==> src/rtl/mux_stream_rr.sv <==
`default_nettype none
// ============================================================================
// mux_stream_rr : N-channel registered stream mux, fixed-select or round-robin,
//                 grant locked to one channel until a packet's last beat.
// Rev 1.0
// ============================================================================
module mux_stream_rr #(
  parameter int N      = 4,
  parameter int WIDTH  = 8,
  localparam int SELW  = $clog2(N)
) (
  input  logic                 clk,
  input  logic                 rst_n,
  input  logic [N*WIDTH-1:0]   in_data,
  input  logic [N-1:0]         in_valid,
  input  logic [N-1:0]         in_last,
  output logic [N-1:0]         in_ready,
  input  logic                 rr_mode,
  input  logic [SELW-1:0]      sel,
  output logic [WIDTH-1:0]     out_data,
  output logic                 out_last,
  output logic [SELW-1:0]      out_ch,
  output logic                 out_valid,
  input  logic                 out_ready,
  output logic                 busy
);

  localparam logic [0:0] ST_IDLE   = 1'b0;
  localparam logic [0:0] ST_LOCKED = 1'b1;

  logic [0:0]       state_q, state_d;
  logic [SELW-1:0]  lock_ch_q, lock_ch_d;
  logic [SELW-1:0]  ptr_q, ptr_d;
  logic [SELW-1:0]  out_ch_q, out_ch_d;
  logic [WIDTH-1:0] out_data_q, out_data_d;
  logic             out_last_q, out_last_d;
  logic             out_valid_q, out_valid_d;

  logic             grant_vld;
  logic [SELW-1:0]  grant_ch;
  logic [SELW-1:0]  scan_idx;
  logic             can_load;
  logic             xfer;

  // Round-robin scan starts one past the last granted channel.
  always_comb begin
    grant_vld = 1'b0;
    grant_ch  = '0;
    scan_idx  = '0;
    if (state_q == ST_LOCKED) begin
      grant_vld = 1'b1;
      grant_ch  = lock_ch_q;
    end else if (!rr_mode) begin
      grant_vld = (int'(sel) < N);
      grant_ch  = sel;
    end else begin
      for (int i = 1; i <= N; i++) begin
        scan_idx = SELW'((int'(ptr_q) + i) % N);
        if (!grant_vld && in_valid[scan_idx]) begin
          grant_vld = 1'b1;
          grant_ch  = scan_idx;
        end
      end
    end
  end

  assign can_load = !out_valid_q || out_ready;
  assign xfer     = grant_vld && can_load && rst_n && in_valid[grant_ch];

  always_comb begin
    in_ready = '0;
    if (grant_vld && can_load && rst_n) in_ready[grant_ch] = 1'b1;
  end

  always_comb begin
    state_d     = state_q;
    lock_ch_d   = lock_ch_q;
    ptr_d       = ptr_q;
    out_ch_d    = out_ch_q;
    out_data_d  = out_data_q;
    out_last_d  = out_last_q;
    out_valid_d = out_valid_q;
    if (xfer) begin
      out_data_d  = in_data[int'(grant_ch)*WIDTH +: WIDTH];
      out_last_d  = in_last[grant_ch];
      out_ch_d    = grant_ch;
      out_valid_d = 1'b1;
      ptr_d       = grant_ch;
      if (state_q == ST_IDLE && !in_last[grant_ch]) begin
        state_d   = ST_LOCKED;
        lock_ch_d = grant_ch;
      end else if (state_q == ST_LOCKED && in_last[grant_ch]) begin
        state_d   = ST_IDLE;
      end
    end else if (out_ready) begin
      out_valid_d = 1'b0;
    end
  end

  always_ff @(posedge clk) begin
    if (!rst_n) begin
      state_q     <= ST_IDLE;
      lock_ch_q   <= '0;
      ptr_q       <= SELW'(N - 1);
      out_ch_q    <= '0;
      out_data_q  <= '0;
      out_last_q  <= 1'b0;
      out_valid_q <= 1'b0;
    end else begin
      state_q     <= state_d;
      lock_ch_q   <= lock_ch_d;
      ptr_q       <= ptr_d;
      out_ch_q    <= out_ch_d;
      out_data_q  <= out_data_d;
      out_last_q  <= out_last_d;
      out_valid_q <= out_valid_d;
    end
  end

  assign out_data  = out_data_q;
  assign out_last  = out_last_q;
  assign out_ch    = out_ch_q;
  assign out_valid = out_valid_q;
  assign busy      = (state_q == ST_LOCKED);

endmodule
`default_nettype wire

==> config.mk <==
export PLATFORM = sky130hd
export DESIGN_NAME = mux_stream_rr
export DESIGN_NICKNAME = d
export VERILOG_FILES = /design/src/rtl/mux_stream_rr.sv
export SDC_FILE = /design/constraint.sdc
export NUM_CORES = 1
export LEC_CHECK = 0
export CAP_MARGIN = 15
export CORE_ASPECT_RATIO = 1.5
export CORE_MARGIN = 10
export CORE_UTILIZATION = 40
export CTS_CLUSTER_DIAMETER = 100
export DETAILED_ROUTE_END_ITERATION = 6
export PLACE_DENSITY = 0.82
export SYNTH_ARGS = -nofsm -noshare
export SYNTH_HDL_FRONTEND = slang
export SYNTH_SLANG_ARGS = --single-unit
==> constraint.sdc <==
create_clock -name clk -period 5.3 [get_ports clk]
set_input_delay 1.06 -clock clk [delete_from_list [all_inputs] [get_ports clk]]
set_output_delay 1.06 -clock clk [all_outputs]
set_load 0.02 [all_outputs]
Yosys cells after proc, flatten, opt, wreduce, memory -nomap -nowiden. Index checks and enable logic that the tools add are counted.

Register bits after elaboration: 17. Output and inout port bits: 17. Input bits: 46. Word-level logic and storage cells: 75.

Bitwise logic cells: 1. Reductions and logical operators: 19. $add $sub $neg: 4. Multiplexer cells: 37. $lt $le $gt $ge: 6. Shift operators: 1.

Operators by type and width (count): $shiftx 32x6->8 (1); $mux 1 (23); $lt 2x3->1 const B (5); $bmux 1 s2 (6); $mux 2 (6); $logic_and 1x1->1 (9); $logic_not 1->1 (5); $add 2x1->2 const B (2); $add 2x2->2 const B (2); $mux 4 (1); $reduce_and 2->1 (2); $reduce_bool 2->1 (2); $demux 1 s2 (1); $ge 2x1->1 const B (1); $logic_or 1x1->1 (1); $not 1->1 (1).

Longest topological paths before layout.
Depth in word-level cells: 27. Mapped depth: 12. Mapped depth without buffers: 10.

Worst setup path before layout. OpenSTA, ideal clock, no wires.

Kind: in2out. Start point: input in_valid[3]. End point: output in_ready[1]. Buffers on the path: 2. Path slack: 1.533 ns. Arrival: 2.707 ns. Stages on the path: 6. Data required time: 4.240 ns. Cells stage by stage: clkbuf_2 > or3b_2 > nand4b_1 > nand3_1 > clkbuf_1 > nor3_1.

Word-level cells in the longest chain between the ends: 25. Elaborated cells between the ends (all ways): 40. Classes of those cells: order compare (2); mux (29); reduce/logical (9).

RTL lines: start, declared (RTL line 15) `input logic [N-1:0] in_valid,`; $bmux 1 s2 (RTL line 59) `if (!grant_vld && in_valid[scan_idx]) begin`; $mux 1 (not written as such) (RTL line 59); $mux 1 (RTL line 59); $mux 1 (RTL line 53) `end else if (!rr_mode) begin`; $mux 1 (RTL line 50) `if (state_q == ST_LOCKED) begin`; $logic_not 1->1 (RTL line 59); $logic_and 1x1->1 (RTL line 59); $mux 1 (RTL line 59); [9 not listed]; $mux 2 (RTL line 59); $mux 2 (RTL line 53); $mux 2 (RTL line 50); $lt 2x3->1 (not written as such) / $ge 2x1->1 (equally long branches) (RTL line 72) `if (grant_vld && can_load && rst_n) in_ready[grant_ch] = 1'b1;`; $logic_and 1x1->1 (not written as such) (RTL line 72); $mux 1 (not written as such) (RTL line 72); $demux 1 s2 (RTL line 72); $mux 4 * (RTL line 72); end, declared (RTL line 17) `output logic [N-1:0] in_ready,`.

Mark *: on every way between the ends. The rest lies on a longest branch, timed or not. The select of a mux whose other input is x is not followed.

Worst setup path after layout.
Start point: input in_valid[0]. End point: output in_ready[3].

Same word-level chain as after synthesis.

==> impl_metrics.toml <==
[worst_hold_path]
min_path_cells = 2
hold_class = "reg -> reg"

[clock_tree]
htreeDepth = 1
root_buffer = "clkbuf_8"
cts_resized = 0
clock-sinks = 17
cts_tree = "built"
clockBufferDepth = 2
cts_setup_buffers = 0
clk_pin_slew_ps = 70
cts_made_buffers = 3
clk_latency_ps = 250
cts_hold_buf = 0

[route]
num_vias = 1382
first_iter_violations = 96
wirelength_um = 4486
avgRoutedWirePerCell_um = 18.54
vias_per_cell = 5.711
firstDrtPassIters = 4
ant_nets = 0
drcViolationCount = 0

[global_route]
grt_overflow = 0
grt_util_all_layers = 0.1502
grt_max_degree = 24
antenna_found_initial = 0
grt_pass1_wl_um = 7251
grt_pass1_vias = 1462

[power]
finalPower_w = 0.0007477
leakage_nw = 0.7466
pwr_density_cell_mw_per_mm2 = 384.3
ir_drop_uv = 260.2

[yosys]
seq_area_frac_synth = 0.2610
synth_top_area_cell = "dfxtp_1"
yosys-top-cells-area = "dfxtp_1 (26%), mux2i_1 (16%), mux2_2 (7.8%)"
synth_nets = 193
ys_top_cells_by_count = "mux2i_1 (21), dfxtp_1 (17), mux2_2 (9), o211ai_1 (9), o21ai_1 (9)"
synth.cell_area_mm2 = 0.001304
yosys_warnings = 0
synth-edff-count = 0
synth_area_per_cell_um2 = 8.930
synth_async_sr_flop_share = 0
synth_top_cell_area_share = 0.2610
postSynthCellCount = 146
synth_cell_types = 46
synth.most_common_cell = "mux2i_1"
ys_ff_latch = 17
synth_flop_cell = "dfxtp_1"

[sta]
final.setup.tns_ps = 0
rsz0062_at_grt = "no"
fmax_ghz = 0.2108
slew_headroom = 0.5804
worstMarginPinSlew_ps = 627.4
fin_skew_ps = 7.031
hold_slack_ps = 477.1
final_max_slew_viol_count = 0
setup_viol = 0
hold_violations = 0
fin_crit_sh = 0.8951
min_period_ps = 4744

[cells_and_area]
regArea_um2 = 340.3
area_delta_synth_final_pct = 49.23
finalNetCount = 250
nFillCells = 272
drive_gt1_frac = 0.1139
n_antenna_cell = 0
layoutNonFillerInstCount = 242
multi_input_area_um2 = 854.6

[die]
start_util = 0.4127
die_w_um = 66.62
die_area_mm2 = 0.005990
die_y_um = 89.92
core_mm2 = 0.003159
ios = 63
rows = 25

[run_status]
status = "finished, final reports clean"

[placement]
place_hpwl_um = 3599
routabilityCongestion = 0.7963
placed_cells = 238
port_buffers = 62

[worst_setup_path]
worstRegToRegCells = 10
cp-end-kind = "output port"
crit_type = "in -> out"
worst_ep_required_time_ps = 4240
worstPathMaxFanout = 23
cp.arrival_ps = 3680
setup.worst_path.start_class = "input port"

[run]
drv_cap = 0
==> routing by layer <==
layer	vias to the layer above	track usage	part of all wire
li1	667	-	-
met1	655	0.1335	0.33
met2	48	0.2921	0.59
met3	12	0.04472	0.060
met4	0	0.05439	0.022
met5	-	0	0
==> metrics by stage <==
step | setup slack (ps) | cell area (um2) | utilization
floorplan | 1533 | 1304 | -
global placement | 626.7 | 1899 | 0.6012
detailed placement | 566.7 | 1899 | 0.6012
CTS | 557.5 | 1946 | 0.6158
global route | 431.9 | 1946 | 0.6158
finish | 555.8 | 1946 | 0.6158
==> layout make-up <==
type,instances,share of cell area
Clock inverter,1,0.002572
Sequential cell,17,0.1749
Tap cell,40,0.02572
Clock buffer,3,0.02122
Inverter,5,0.009646
Multi-Input combinational cell,112,0.4392
Timing Repair Buffer,64,0.3267
==> path summary, 6_finish.rpt <==
check,start,endpoint,slack (ps)
worst min register to register,out_ch[1],out_ch[1],480
worst max register to register,ptr_q[1],lock_ch_q[1],2430
worst max-delay path,in_valid[0],in_ready[3],560
worst min-delay path,out_ch[1],out_ch[1],480
==> flip-flops by register name (all words and copies together), names as in the netlist <==
name       count
lock_ch_q      2
out_ch         2
out_data       8
out_last       1
busy           1
out_valid      1
ptr_q          2
==> where the power goes <==
part | switching, W | leakage, nW | internal (W)
logic | 0.000227 | 0.581 | 0.000215
clock network | 0.0000462 | 0.0255 | 0.0000522
registers | 0.0000356 | 0.140 | 0.000171
==> worst max-delay path, stage by stage <==
cell,delay (ps)
clkdlybuf4s50_1,610
or3b_1,400
a21oi_2,160
o311ai_2,150
nand2_4,350
inv_2,130
nor3_1,190
clkdlybuf4s50_1,630
==> placed cells by master, fill, tap and decap left out, types with 3 or more instances in the layout <==
cell type,synthesis,routed
clkdlybuf4s50_1,0,62
mux2i_1,21,21
dfxtp_1,17,17
mux2_2,9,9
o211ai_1,9,9
o21ai_1,9,9
nand2_1,7,7
nor2_1,6,6
o21ai_0,6,6
nand3_1,5,5
inv_1,4,4
and3_1,4,4
nor3_1,3,3
clkbuf_8,0,3
==> kinds of logic (layout without fill, tap and decap cells) <==
kind of cell / Yosys count / in the layout / share of synthesized area
fa+ha+maj: 1 / 1 / 0.009595
mux: 31 / 31 / 0.2505
buf+inv: 17 / 73 / 0.08347
simple gates: 38 / 38 / 0.1689
compound gates: 42 / 42 / 0.2265
flops: 17 / 17 / 0.2610
No activity file was read; power rests on OpenSTA's default activity.
